<file path="src/rtl/traffic_conflict_monitor_if.sv">
// traffic_conflict_monitor_if: lamp drives, fault clear request and monitor status bundle
interface traffic_conflict_monitor_if;
    logic roadA_RedLight, roadA_YellowLight, roadA_GreenLight;
    logic roadB_RedLight, roadB_YellowLight, roadB_GreenLight;
    logic faultClear;
    logic fault;
    logic [2:0] faultCode;
    logic flashRed;
    logic armed;
    logic [3:0] phaseSeconds;
    modport master (
        output roadA_RedLight, roadA_YellowLight, roadA_GreenLight,
        output roadB_RedLight, roadB_YellowLight, roadB_GreenLight,
        output faultClear,
        input  fault, faultCode, flashRed, armed, phaseSeconds
    );
    modport slave (
        input  roadA_RedLight, roadA_YellowLight, roadA_GreenLight,
        input  roadB_RedLight, roadB_YellowLight, roadB_GreenLight,
        input  faultClear,
        output fault, faultCode, flashRed, armed, phaseSeconds
    );
endinterface

</file>
<file path="src/rtl/traffic_conflict_monitor.sv">
// traffic_conflict_monitor: lamp-side safety checker with flashing-red override; watchdog check enabled by MONITOR_WATCHDOG_EN
module traffic_conflict_monitor #(
    parameter int TICK_CYCLES = 100_000_000,
    parameter int MIN_YELLOW  = 1,
    parameter int MIN_ALLRED  = 1,
    parameter int MAX_PHASE   = 15
) (
    input logic CLK100MHZ,
    input logic reset,
    traffic_conflict_monitor_if.slave mon
);
    localparam int CW = TICK_CYCLES > 1 ? $clog2(TICK_CYCLES) : 1;
    localparam logic [2:0] R = 3'b100, Y = 3'b010, G = 3'b001;
    localparam logic [3:0] MINY = 4'(MIN_YELLOW), MINA = 4'(MIN_ALLRED);
    typedef enum logic [1:0] {INIT, MONITOR, FAULT} state_t;
    state_t state, state_n;
    logic [5:0] cur, prev;
    logic [CW-1:0] cnt;
    logic [3:0] ph;
    logic [2:0] a, b, pa, pb, viol, code_q, code_n;
    logic tick, chg, wd, fault_q, fault_n, flash_q, flash_n;
    function automatic logic seq_bad(input logic [2:0] p, input logic [2:0] c);
        return p != c && !((p == G && c == Y) || (p == Y && c == R) || (p == R && c == G));
    endfunction
    assign {a, b} = cur;
    assign {pa, pb} = prev;
    assign chg = cur != prev;
    assign tick = cnt == CW'(TICK_CYCLES - 1);
`ifdef MONITOR_WATCHDOG_EN
    localparam logic [3:0] MAXP = 4'(MAX_PHASE);
    assign wd = ph >= MAXP && !chg;
`else
    logic unused_max_phase;
    assign unused_max_phase = MAX_PHASE != 0;
    assign wd = 1'b0;
`endif
    // lowest code wins when several checks fire together
    assign viol = !(a == R || b == R)                                    ? 3'd1 :
                  !($onehot(a) && $onehot(b))                            ? 3'd2 :
                  (seq_bad(pa, a) || seq_bad(pb, b))                     ? 3'd3 :
                  ((pa == Y && a != Y) || (pb == Y && b != Y)) && ph < MINY ? 3'd4 :
                  ((pa != G && a == G) || (pb != G && b == G)) && ph < MINA ? 3'd5 :
                  wd                                                     ? 3'd6 : 3'd0;
    always_comb begin
        state_n = state;
        fault_n = fault_q;
        code_n  = code_q;
        flash_n = flash_q;
        if (state == INIT && cur == {R, R}) begin
            state_n = MONITOR;
        end else if (state == MONITOR && viol != 3'd0) begin
            state_n = FAULT;
            fault_n = 1'b1;
            code_n  = viol;
            flash_n = 1'b1;
        end else if (state == FAULT && mon.faultClear) begin
            state_n = INIT;
            fault_n = 1'b0;
            code_n  = 3'd0;
            flash_n = 1'b0;
        end else if (state == FAULT && tick) begin
            flash_n = !flash_q;
        end
    end
    always_ff @(posedge CLK100MHZ) begin
        if (reset) begin
            state   <= INIT;
            fault_q <= 1'b0;
            code_q  <= 3'd0;
            flash_q <= 1'b0;
            cur     <= '0;
            prev    <= '0;
            cnt     <= '0;
            ph      <= '0;
        end else begin
            state   <= state_n;
            fault_q <= fault_n;
            code_q  <= code_n;
            flash_q <= flash_n;
            cur     <= {mon.roadA_RedLight, mon.roadA_YellowLight, mon.roadA_GreenLight,
                        mon.roadB_RedLight, mon.roadB_YellowLight, mon.roadB_GreenLight};
            prev    <= cur;
            cnt     <= tick ? '0 : cnt + 1'b1;
            ph      <= chg ? 4'd0 : (tick && ph != 4'hf) ? ph + 4'd1 : ph;
        end
    end
    assign mon.fault        = fault_q;
    assign mon.faultCode    = code_q;
    assign mon.flashRed     = flash_q;
    assign mon.armed        = state == MONITOR;
    assign mon.phaseSeconds = ph;
endmodule

</file>
<file path="src/flat_wrapper.sv">
// flat-port wrapper written by rule: the top's interface ports become plain ports
module traffic_conflict_monitor_flat 
#(
    parameter int TICK_CYCLES = 100_000_000,
    parameter int MIN_YELLOW  = 1,
    parameter int MIN_ALLRED  = 1,
    parameter int MAX_PHASE   = 15
)
  (CLK100MHZ, reset, mon_roadA_RedLight, mon_roadA_YellowLight, mon_roadA_GreenLight, mon_roadB_RedLight, mon_roadB_YellowLight, mon_roadB_GreenLight, mon_faultClear, mon_fault, mon_faultCode, mon_flashRed, mon_armed, mon_phaseSeconds);
  traffic_conflict_monitor_if mon_i ();
  input logic CLK100MHZ;
  input logic reset;
  input wire logic [$bits(mon_i.roadA_RedLight)-1:0] mon_roadA_RedLight;
  input wire logic [$bits(mon_i.roadA_YellowLight)-1:0] mon_roadA_YellowLight;
  input wire logic [$bits(mon_i.roadA_GreenLight)-1:0] mon_roadA_GreenLight;
  input wire logic [$bits(mon_i.roadB_RedLight)-1:0] mon_roadB_RedLight;
  input wire logic [$bits(mon_i.roadB_YellowLight)-1:0] mon_roadB_YellowLight;
  input wire logic [$bits(mon_i.roadB_GreenLight)-1:0] mon_roadB_GreenLight;
  input wire logic [$bits(mon_i.faultClear)-1:0] mon_faultClear;
  output wire logic [$bits(mon_i.fault)-1:0] mon_fault;
  output wire logic [$bits(mon_i.faultCode)-1:0] mon_faultCode;
  output wire logic [$bits(mon_i.flashRed)-1:0] mon_flashRed;
  output wire logic [$bits(mon_i.armed)-1:0] mon_armed;
  output wire logic [$bits(mon_i.phaseSeconds)-1:0] mon_phaseSeconds;
  assign mon_i.roadA_RedLight = mon_roadA_RedLight;
  assign mon_i.roadA_YellowLight = mon_roadA_YellowLight;
  assign mon_i.roadA_GreenLight = mon_roadA_GreenLight;
  assign mon_i.roadB_RedLight = mon_roadB_RedLight;
  assign mon_i.roadB_YellowLight = mon_roadB_YellowLight;
  assign mon_i.roadB_GreenLight = mon_roadB_GreenLight;
  assign mon_i.faultClear = mon_faultClear;
  assign mon_fault = mon_i.fault;
  assign mon_faultCode = mon_i.faultCode;
  assign mon_flashRed = mon_i.flashRed;
  assign mon_armed = mon_i.armed;
  assign mon_phaseSeconds = mon_i.phaseSeconds;
  traffic_conflict_monitor #(.TICK_CYCLES(TICK_CYCLES), .MIN_YELLOW(MIN_YELLOW), .MIN_ALLRED(MIN_ALLRED), .MAX_PHASE(MAX_PHASE)) u_core (.CLK100MHZ(CLK100MHZ), .reset(reset), .mon(mon_i));
endmodule
</file>
<file path="config.mk">
export PLATFORM = sky130hd
export DESIGN_NAME = traffic_conflict_monitor_flat
export DESIGN_NICKNAME = d
export VERILOG_FILES = /design/src/rtl/traffic_conflict_monitor_if.sv /design/src/rtl/traffic_conflict_monitor.sv /design/src/flat_wrapper.sv
export SDC_FILE = /design/constraint.sdc
export NUM_CORES = 1
export LEC_CHECK = 0
export ABC_AREA = 1
export BUFFER_PORTS_ARGS = -buffer_cell sky130_fd_sc_hd__buf_2
export CORE_MARGIN = 2
export CORE_UTILIZATION = 61
export DETAILED_ROUTE_END_ITERATION = 16
export PLACE_DENSITY = 0.8
export SLEW_MARGIN = 20
export SYNTH_ARGS = -nofsm -noshare
export SYNTH_HDL_FRONTEND = slang
export SYNTH_SLANG_ARGS = --single-unit
</file>
<file path="constraint.sdc">
create_clock -name CLK100MHZ -period 3.7 [get_ports CLK100MHZ]
set_input_delay 0.555 -clock CLK100MHZ [delete_from_list [all_inputs] [get_ports CLK100MHZ]]
set_output_delay 0.555 -clock CLK100MHZ [all_outputs]
set_load 0.02 [all_outputs]
</file>
* Yosys cells after proc, flatten, opt, wreduce, memory -nomap -nowiden
Index checks and enable logic that the tools add are counted.
** Cells by class
- Multiply operators :: 0
- Reductions and logical operators :: 41
- Bitwise operators :: 1
- Order comparisons :: 1
- Eq/ne operators :: 26
- Multiplexer cells :: 15
- Add/subtract/negate cells :: 6
- Div/mod/pow operators :: 0
- Shift-type cells :: 0
** Operators with widths (number)
- adder 27 x 1 -> 27 bit, second input constant :: 1
- == test 27 bit, second input constant :: 1
- two-way mux 3 bit :: 7
- logical AND 1 bit :: 20
- == test 3 x 1 -> 1 bit, second input constant :: 4
- == test 3 x 2 -> 1 bit, second input constant :: 4
- == test 3 bit, second input constant :: 4
- nonzero test 3 bit :: 3
- logical OR 1 bit :: 8
- == test 2 x 1 -> 1 bit, second input constant :: 3
- == test 6 bit, second input constant :: 1
- two-way mux 1 bit :: 6
- != test 3 x 1 -> 1 bit, second input constant :: 2
- != test 3 x 2 -> 1 bit, second input constant :: 2
- != test 3 bit :: 2
- != test 6 bit :: 1
- OR reduction 2 bit :: 3
- adder 1 x 1 -> 2 bit :: 2
- adder 2 x 1 -> 2 bit :: 2
- adder 4 x 1 -> 4 bit, second input constant :: 1
- < comparator 4 x 1 -> 1 bit, second input constant :: 1
- two-way mux 2 bit :: 2
- != test 4 bit, second input constant :: 1
- AND reduction 2 bit :: 2
- 5 further kinds :: 7
** Storage, ports and cells
- RAM bits :: 0
- Output and inout port bits :: 10
- Bits in latches :: 0
- Input port bits :: 9
- Bits in read-only memories :: 0
- Word-level logic and storage cells :: 99
- Flip-flop bits (word level) :: 50
- Memories kept :: 0

* Logic depth before layout (Yosys ltp)
Gate-level depths: netlist of the first run.
- Word-level depth :: 14
- Mapped depth :: 14
- Mapped depth without buffers :: 14

* Least setup slack after synthesis of the first run
No wires, ideal clock.
- Kind :: register to register
- Start point :: reg u_core.cur[3]
- End point :: reg u_core.code_q[2], in the netlist u_core.mon.faultCode[2]
- Buffers on the path :: 0
- Library setup time :: 70 ps
- Setup slack :: 1837 ps
- Period minus slack after synthesis :: 1863 ps
- Arrival :: 1793 ps
- Stages on the path, launching flop included :: 10
- Required time :: 3630 ps
- Cell sequence :: dfxtp_1 inv_2 fa_1 nor3_1 nand2_1 nand2_1 nand2_1 nand2_1 nand2_1 a21oi_1
** Between the ends
- Word-level cells in the longest chain between the ends :: 14
- Elaborated cells between the ends (all ways) :: 37
- Classes of those cells :: add/sub: 2; eq/ne: 7; mux: 6; bitwise: 1; reduce/logical: 21
** RTL lines
- start: declaration :: line traffic_conflict_monitor.sv:17 : logic [5:0] cur, prev;
- start signal: assignment :: line traffic_conflict_monitor.sv:80 : cur <= {mon.roadA_RedLight, mon.roadA_YellowLight, mon.roadA_GreenLight,
- branches (longest 14 deep; another with adder 1 x 1 -> 2 bit)
- end signal: assignment :: line traffic_conflict_monitor.sv:78 : code_q <= code_n;
- end: declaration :: line traffic_conflict_monitor.sv:20 : logic [2:0] a, b, pa, pb, viol, code_q, code_n;
Several ways; the timed one is not identified.
A chain may end at the register's enable or synchronous reset.

* Worst setup path in the final report of the first run
Same ends and word-level chain as after synthesis.

==> flow_summary_export.csv, run 1 <==
group,metric,value,unit
sta,setup_viol,0,
sta,skew,0.0101,ns
yosys,ys.flop_type,"dfxtp_1",
routing,antenna_left,0,
yosys,ys_ff_latch,50,
yosys,synth_area_leader_cell,"dfxtp_1",
cells_and_area,drive_above_1_share,0.158,
yosys,synth_top_area_frac,0.370,
worst_setup_path,worstSetupPathType,"reg -> reg",
clock_network,cts_setup_buffers,0,
sta,finalCritPeriodShare,0.563,
clock_network,cts_sinks,50,
global_routing,grt_max_degree,28,
global_routing,grt_pass1_vias,2150,
yosys,ys_warn_count,0,
run,max_cap_viol_count,0,
clock_network,cts_tree,"yes",
worst_setup_path,ff2ff_path_depth,9,
worst_setup_path,end_kind,"flip-flop",
yosys,synth_compound_area_frac,0.0495,
yosys,syn_nets,398,
yosys,syn_avg_cell_area,7.04,sq um
global_routing,track_usage,0.210,
pwr,p_per_area,320,mW/mm^2
sta,worstMarginPinSlew,0.568,ns
sta,worst_slack,1.62,ns
pwr,leakage,1.32,nW
cells_and_area,final_nets,419,
cells_and_area,syn2layout_area_growth,7.91,%
clock_network,cts_resized,0,
sta,max_slew_margin,0.620,
routing,wl_met1,2290,microns
floorplan,rows,24,
yosys,synth_edf_count,0,
clock_network,clk_latency,0.30,ns
run_status,status,"completed",
worst_setup_path,setup.worst_path.start_class,"flip-flop",
placed_design,pre_cts_ws,1.60,ns
clock_network,numCtsBuffers,5,
placed_design,dp_hpwl,3670,microns
cells_and_area,utilization,0.675,
clock_network,htree_levels,2,
placed_design,io_buffer_count,18,
sta,maxSlewViolCount,0,
floorplan,die_h,70.6,microns
sta,hold_viol,0,
clock_network,clk_pin_slew,0.08,ns
yosys,synth-simple-area-share,0.419,
routing,vias,2308,
yosys,ys_seq_area_frac,0.370,
yosys,synth-xor-area-share,0.0324,
clock_network,root_buffer,"clkbuf_8",
routing,dr.pass1.iters,5,
placed_design,dp.cells,450,
floorplan,die_area,0.00498,sq mm
routing,route.met2.wl,2350,microns
routing,routed.top_layer,"met4",
global_routing,grt_overflow,0,
yosys,syn-cell-area,0.00271,sq mm
pwr,peakVddDrop,0.251,mV
routing,wl,4790,microns
sta,fmax,0.480,GHz
yosys,yosys-top-cells-area,"dfxtp_1 37%, nand2_1 11%, inv_1 7.8%",
global_routing,antenna_found_initial,0,
global_routing,grt_pass1_wl,8770,microns
yosys,postSynth.asyncResetShare,0,
yosys,synth_top_family_by_area,"simple AND/OR/NAND/NOR gates",
worst_setup_path,cp.arrival,2.31,ns
hold_path,hp-class,"reg -> reg",
clock_network,clockBufferDepth,2,
floorplan,fp.dieW,70.6,microns
sta,period_needed,2.08,ns
floorplan,start_util,0.626,
routing,met3WireLength,122,microns
worst_setup_path,cp_max_fo,6,
routing,drc,0,
yosys,muxShareOfSynthArea,0,
yosys,synth_fa_ha_area_frac,0.0287,
routing,wl_per_cell,10.5,microns
sta,rsz0062_at_grt,"false",
hold_path,min_path_cells,1,
floorplan,num_io_pins,19,
routing,drtIter0Drc,120,
worst_setup_path,required,3.93,ns
cells_and_area,antenna_cells,0,
cells_and_area,final_cells,457,
clock_network,ctsHoldBuffers,0,
yosys,synth.distinct_cells,33,
yosys,synthCells,384,
sta,tns,0,ns
placed_design,gp_congestion,0.916,
routing,vias_per_cell,5.05,
floorplan,core_area,0.00432,sq mm
-- per-stage QoR --
stage               hold slack, ns  cell area [sq um]  power (mW)
finish                       0.453               2920       0.935
global route                 0.450               2920       0.975
CTS                          0.451               2920       0.941
detailed placement           0.439               2840       0.644
global placement             0.431               2840       0.643
floorplan                    0.418               2710       0.627
-- worst max-delay path, cell delays in order (launching register included) --
cell and delay, ns:
dfxtp_1 0.43, inv_2 0.08, fa_1 0.48, nor3_1 0.40, nand2_1 0.11, nand2_1 0.07
nand2_1 0.11, nand2_1 0.16, nand2_1 0.06, a21oi_1 0.13
-- cells in the final DEF (no fill, tap or decap), types with 3 or more instances in the layout --
master / instances
o21ai_0: 3
nor2_1: 55
nand3_1: 30
inv_1: 56
nor2_4: 4
clkbuf_8: 5
nor3_1: 14
nor3b_2: 6
a21oi_1: 14
buf_2: 18
nor2_2: 3
inv_2: 11
nor3_2: 3
nor3b_1: 3
xnor2_1: 6
ha_1: 3
nand2_1: 82
nand4_1: 9
nand3_2: 4
dfxtp_1: 50
xor2_1: 4
o21ai_1: 4
nand2_2: 3
-- registers in the layout, summed over array words and instances, names as in the netlist --
name and count:
u_core.cnt 27, u_core.cur 6, u_core.mon.fault 1, u_core.mon.faultCode 3, u_core.mon.flashRed 1, u_core.mon.phaseSeconds 4
u_core.prev 6, u_core.state 2
-- per-layer routing --
metal / vias to the layer above / GRT usage
met4: 0 / 0.0524
met3: 4 / 0.0456
li1: 1251 / -
met5: - / 0
met2: 30 / 0.364
met1: 1023 / 0.268
-- Yosys cell counts (6+ instances only) --
cell type / count
nor3b_2: 6
a21oi_1: 14
inv_1: 56
nor2_1: 55
dfxtp_1: 50
nand4_1: 9
inv_2: 11
nand3_1: 30
xnor2_1: 6
nor3_1: 14
nand2_1: 82
-- cells by family after synthesis --
family                     after synthesis
DFF                                     50
AOI/OAI and AO/OA                       25
and+or+nand+nor                        223
buffers and inverters                   71
adders and majority gates                5
xor gates and xnor gates                10
-- where the power goes --
group	leakage, nW	internal, mW	switching (mW)
Sequential	0.406	0.548	0.0103
Clock	0.0438	0.127	0.176
Combinational	0.867	0.0255	0.0476
-- area by class of cell --
type                    instances  area [sq um]
flip-flops and latches         50          1000
clock inverters                 2          10.0
fillers                       382          1410
clock buffers                   5          68.8
multi-input cells             263          1430
repair buffers                 18          90.1
inverters                      67           251
well taps                      52          65.1
-- path summary, 6_finish.rpt --
kind                             end           from  slack (ns)
max reg2reg  u_core.mon.faultCode[2]  u_core.cur[3]        1.62
max          u_core.mon.faultCode[2]  u_core.cur[3]        1.62
min                    u_core.cnt[0]  u_core.cnt[0]        0.45
min reg2reg            u_core.cnt[0]  u_core.cnt[0]        0.45
Note: power is estimated with default switching activity, not from simulation.
==> run 2, diff against run 1 <==
--- a/config.mk
+++ b/config.mk
@@ -8,9 +8,9 @@
 export ABC_AREA = 1
 export BUFFER_PORTS_ARGS = -buffer_cell sky130_fd_sc_hd__buf_2
 export CORE_MARGIN = 2
-export CORE_UTILIZATION = 61
+export CORE_UTILIZATION = 60
 export DETAILED_ROUTE_END_ITERATION = 16
-export PLACE_DENSITY = 0.8
+export PLACE_DENSITY = 0.79
 export SLEW_MARGIN = 20
 export SYNTH_ARGS = -nofsm -noshare
 export SYNTH_HDL_FRONTEND = slang
==> constraint.sdc (replaced) <==
create_clock -name CLK100MHZ -period 2.15 [get_ports CLK100MHZ]
set_input_delay 0.3225 -clock CLK100MHZ [delete_from_list [all_inputs] [get_ports CLK100MHZ]]
set_output_delay 0.3225 -clock CLK100MHZ [all_outputs]
set_load 0.02 [all_outputs]
==> flow_summary_export.csv, run 2 (synthesis gave the netlist of run 1 again) <==
group,metric,value,unit
run_status,status,"completed",
sta,tns,0,ns
sta,maxSlewViolCount,0,
cells_and_area,drive_above_1_share,0.170,
worst_setup_path,end_kind,"flip-flop",
cells_and_area,finalInstanceArea,0.00300,sq mm
sta,hold_viol,0,
routing,vias_per_cell,5.12,
floorplan,core_area,0.00435,sq mm
clock_network,ctsHoldBuffers,0,
global_routing,track_usage,0.220,
sta,setup_viol,0,
clock_network,numCtsBuffers,5,
hold_path,hp-class,"in -> reg",
worst_setup_path,setup.worst_path.start_class,"flip-flop",
cells_and_area,largestRegisters,"u_core.cnt x27, u_core.cur x6, u_core.prev x6",
global_routing,grt_pass1_vias,2242,
cells_and_area,layout.area.seq,0.00100,sq mm
placed_design,dp_hpwl,3860,microns
cells_and_area,multi_input_area,0.00145,sq mm
sta,fmax,0.512,GHz
routing,drtIter0Drc,113,
floorplan,num_io_pins,19,
worst_setup_path,cp_max_fo,6,
worst_setup_path,crit_slowest_cell,"fa_1",
worst_setup_path,crit_path_frequent_cell,"nand2_1",
pwr,peakVddDrop,0.359,mV
sta,max_slew_margin,0.739,
routing,wl,5100,microns
pwr,leakage,1.35,nW
worst_setup_path,reg2reg_from,"u_core.cur[3]",
placed_design,gp_congestion,0.922,
cells_and_area,fillers,383,
floorplan,rows,24,
hold_path,worstHoldStart,"mon_roadB_YellowLight",
worst_setup_path,path_cells,"inv_2 -> fa_1 -> nor3_4 -> nand2_1 -> nand2_1 -> nand2_1 -> nand2_2 -> nand2_1 -> a21oi_1",
cells_and_area,largest_reg_flops,27,
pwr,p_per_area,594,mW/mm^2
floorplan,start_util,0.621,
cells_and_area,antenna_cells,0,
clock_network,cts_tree,"yes",
global_routing,antenna_found_initial,0,
worst_setup_path,required,2.40,ns
sta,worstMarginPinSlew,0.388,ns
floorplan,fp.dieW,71.1,microns
cells_and_area,regMostFlops,"u_core.cnt",
routing,vias,2349,
clock_network,clockBufferDepth,2,
worst_setup_path,cp.arrival,2.20,ns
routing,drc,0,
sta,skew,0.00906,ns
clock_network,cts_sinks,50,
global_routing,grt_pass1_wl,9050,microns
cells_and_area,final_nets,421,
cells_and_area,layout_commonest_cell,"nand2_1",
placed_design,io_buffer_count,18,
sta,finalCritPeriodShare,0.908,
placed_design,dpl-instance-area,0.00287,sq mm
run,max_cap_viol_count,0,
cells_and_area,final_cell_mix,"81 x nand2_1, 56 x inv_1, 55 x nor2_1, 49 x dfxtp_1, 30 x nand3_1",
floorplan,die_h,71.1,microns
worst_setup_path,critPathLaunch,"u_core.cur[3]",
global_routing,grt_overflow,0,
worst_setup_path,critPathBufInv,1,
clock_network,clk_pin_slew,0.09,ns
cells_and_area,utilization,0.688,
clock_network,root_buffer,"clkbuf_8",
worst_setup_path,worstSetupPathType,"reg -> reg",
worst_setup_path,cpLargestDelayFamily,"simple AND/OR/NAND/NOR gates",
routing,antenna_left,0,
sta,rsz0062_at_grt,"false",
routing,dr.pass1.iters,4,
floorplan,die_area,0.00506,sq mm
global_routing,grt_max_degree,23,
routing,wl_per_cell,11.1,microns
placed_design,pre_cts_ws,0.0750,ns
clock_network,clk_latency,0.31,ns
sta,worst_slack,0.197,ns
clock_network,htree_levels,2,
worst_setup_path,max_stage_delay,0.51,ns
clock_network,cts_setup_buffers,0,
sta,period_needed,1.95,ns
cells_and_area,syn2layout_area_growth,10.7,%
run 2: cell count changes in the layout (fill, tap and decap cells not counted):
| cell | change |
|---|---|
| nand2_2 | +1 |
| nor3_1 | -1 |
| buf_12 | +1 |
| clkinv_2 | -2 |
| nor3_4 | +1 |
| nand2_1 | -1 |
| clkbuf_8 | +1 |
| dfxtp_2 | +1 |
| bufinv_16 | +1 |
| dfxtp_1 | -1 |
| buf_4 | +1 |
run 2: power breakdown:
group          internal [mW]  switching (mW)
Sequential             0.944          0.0180
Combinational         0.0528          0.0917
Clock                  0.372           0.302
run 2: metal layers:
metal / vias up / share of wire / track usage
met5: - / 0 / 0
met4: 0 / 0.020 / 0.0985
met3: 10 / 0.036 / 0.0470
met2: 49 / 0.48 / 0.360
met1: 1033 / 0.47 / 0.278
li1: 1257 / - / -
run 2: layout make-up:
class	count	share of cell area
Multi-Input combinational cell	263	0.483
Sequential cell	50	0.335
Inverter	67	0.0840
Timing Repair Buffer	20	0.0393
Clock buffer	6	0.0276
Tap cell	52	0.0217
Clock inverter	1	0.0100
run 2: worst register-to-register path, stage by stage, from the launching register on:
cell and delay (ns):
dfxtp_1 0.43, inv_2 0.08, fa_1 0.51, nor3_4 0.25, nand2_1 0.08, nand2_1 0.08
nand2_1 0.14, nand2_2 0.14, nand2_1 0.06, a21oi_1 0.12
run 2: final timing paths:
check | endpoint | slack (ns) | cells after the start
max | u_core.mon.faultCode[2] | 0.20 | 9
min | u_core.cur[1] | 0.21 | 3
max reg2reg | u_core.mon.faultCode[2] | 0.20 | 9
min reg2reg | u_core.cnt[0] | 0.45 | 1
run 2: repair_timing:
| action | in CTS | in global routing |
|---|---|---|
| gates resized for setup | 0 | 4 |
| hold endpoints to repair | 0 | 0 |
| setup endpoints to repair | 0 | 6 |
run 2: through the flow:
| step | std cells | power [mW] | hold slack (ns) |
|---|---|---|---|
| after floorplan | 384 | 1.08 | 0.418 |
| after global routing | 459 | 1.85 | 0.214 |
| after global placement | 452 | 1.11 | 0.430 |
| after CTS | 459 | 1.79 | 0.216 |
| final | 459 | 1.78 | 0.211 |
| after detailed placement | 452 | 1.12 | 0.438 |
==> run 3, diff against run 2 <==
--- a/config.mk
+++ b/config.mk
@@ -10,6 +10,7 @@
 export CORE_MARGIN = 2
 export CORE_UTILIZATION = 60
 export DETAILED_ROUTE_END_ITERATION = 16
+export GPL_TIMING_DRIVEN = 0
 export PLACE_DENSITY = 0.79
 export SLEW_MARGIN = 20
 export SYNTH_ARGS = -nofsm -noshare
==> flow_summary_export.csv, run 3 (synthesis gave the netlist of run 1 again) <==
group,metric,value,unit
run_status,status,"completed",
worst_setup_path,setup.worst_path.start_class,"flip-flop",
sta,maxSlewViolCount,0,
worst_setup_path,r2r-end,"u_core.mon.faultCode[2]",
clock_network,clockBufferDepth,2,
floorplan,start_util,0.621,
cells_and_area,largestRegisters,"u_core.cnt x27, u_core.cur x6, u_core.prev x6",
pwr,peakVddDrop,0.365,mV
worst_setup_path,cpLargestDelayFamily,"simple AND/OR/NAND/NOR gates",
placed_design,io_buffer_count,17,
placed_design,dpl-instance-area,0.00286,sq mm
placed_design,dp.cells,453,
sta,finalCritPeriodShare,0.899,
cells_and_area,layout_commonest_cell,"nand2_1",
routing,drtIter0Drc,106,
worst_setup_path,end_kind,"flip-flop",
clock_network,cts_sinks,50,
cells_and_area,syn2layout_area_growth,9.48,%
floorplan,die_h,71.1,microns
worst_setup_path,reg2reg_from,"u_core.cur[1]",
run,max_cap_viol_count,0,
floorplan,core_area,0.00435,sq mm
sta,period_needed,1.93,ns
floorplan,die_area,0.00506,sq mm
cells_and_area,fillers,396,
worst_setup_path,cp.depth,9,
cells_and_area,antenna_cells,0,
pwr,leakage,1.33,nW
cells_and_area,drive_above_1_share,0.172,
worst_setup_path,cp.arrival,2.16,ns
routing,vias_per_cell,5.10,
worst_setup_path,path_cells,"inv_2 -> fa_1 -> nor3_4 -> nand2_1 -> nand2_1 -> nand2_1 -> nand2_1 -> nand2_1 -> a21oi_1",
worst_setup_path,ff2ff_path_depth,9,
global_routing,track_usage,0.204,
global_routing,antenna_found_initial,0,
worst_setup_path,critPathBufInv,1,
sta,rsz0062_at_grt,"false",
global_routing,grt_pass1_wl,8600,microns
clock_network,ctsHoldBuffers,0,
clock_network,root_buffer,"clkbuf_8",
routing,antenna_left,0,
clock_network,numCtsBuffers,5,
cells_and_area,final_nets,423,
worst_setup_path,crit_slowest_cell,"fa_1",
cells_and_area,final_cell_mix,"82 x nand2_1, 56 x inv_1, 55 x nor2_1, 46 x dfxtp_1, 30 x nand3_1",
routing,vias,2345,
routing,wl_per_cell,10.5,microns
routing,drc,0,
worst_setup_path,crit_end,"u_core.mon.faultCode[2]",
sta,hold_ws,0.216,ns
cells_and_area,finalInstanceArea,0.00296,sq mm
placed_design,gp_congestion,0.877,
clock_network,htree_levels,2,
hold_path,hp-class,"in -> reg",
clock_network,clk_pin_slew,0.08,ns
routing,dr.pass1.iters,4,
floorplan,num_io_pins,19,
global_routing,grt_max_degree,14,
worst_setup_path,worstSetupPathType,"reg -> reg",
sta,hold_viol,0,
sta,tns,0,ns
routing,wl,4830,microns
cells_and_area,final_cells,460,
sta,worstMarginPinSlew,0.430,ns
worst_setup_path,max_stage_delay,0.50,ns
pwr,p_per_area,551,mW/mm^2
cells_and_area,largest_reg_flops,27,
cells_and_area,utilization,0.680,
placed_design,dp_hpwl,3670,microns
worst_setup_path,required,2.38,ns
sta,fmax,0.517,GHz
worst_setup_path,r2r_slack,0.22,ns
worst_setup_path,cp_max_fo,6,
clock_network,cts_tree,"yes",
worst_setup_path,crit_path_frequent_cell,"nand2_1",
sta,max_slew_margin,0.711,
cells_and_area,regMostFlops,"u_core.cnt",
floorplan,fp.dieW,71.1,microns
clock_network,clk_latency,0.30,ns
sta,setup_viol,0,
worst_setup_path,critPathLaunch,"u_core.cur[1]",
sta,skew,0.00682,ns
floorplan,rows,24,
global_routing,grt_pass1_vias,2129,
global_routing,grt_overflow,0,
==> run 3: layout make-up <==
type,instances,area (sq um),area share
timing repair buffer,18,92.6,0.0313
inverter,67,251,0.0849
tap,52,65.1,0.0220
clock buffer,6,82.6,0.0279
multi-input combinational,263,1440,0.488
buffer,4,20.0,0.00676
sequential,50,1010,0.340
==> run 3: tightest hold or removal path, cell delays in order <==
cell,delay [ns]
buf_2,0.09
inv_1,0.04
nor2_1,0.03
==> run 3: through the flow <==
stage	power (mW)	worst slack, ns
4_1_cts	1.64	0.118
3_3_place_gp	1.11	0.0245
6_report	1.63	0.217
5_1_grt	1.71	0.000718
2_1_floorplan	1.08	0.287
3_5_place_dp	1.11	0.0206
==> run 3: how the worst min path moves through the flow <==
stage / start / to / slack (ns) / cells after the start
2_1_floorplan: u_core.cnt[0] / u_core.cnt[0] / 0.42 / 1
3_3_place_gp: u_core.cnt[0] / u_core.cnt[0] / 0.43 / 1
3_5_place_dp: u_core.cnt[0] / u_core.cnt[0] / 0.44 / 1
4_1_cts: mon_roadB_RedLight / u_core.cur[2] / 0.22 / 3
5_1_grt: mon_roadB_YellowLight / u_core.cur[1] / 0.21 / 3
6_report: mon_roadB_RedLight / u_core.cur[2] / 0.22 / 3
==> run 3: what timing repair did <==
action,CTS,global route
gates cloned,0,0
resized for setup,1,5
setup buffers,0,1
endpoints found under the setup margin,1,4
pin swaps,0,1
==> run 3: where the power goes <==
| part | internal [mW] | switching, mW |
|---|---|---|
| logic | 0.0520 | 0.0894 |
| clock network | 0.249 | 0.280 |
| registers | 0.944 | 0.0183 |
==> run 3: per-layer routing <==
metal,GRT usage,part of all wire
met3,0.0427,0.033
met1,0.267,0.51
met5,0,0
met4,0.0377,0.0075
met2,0.351,0.45
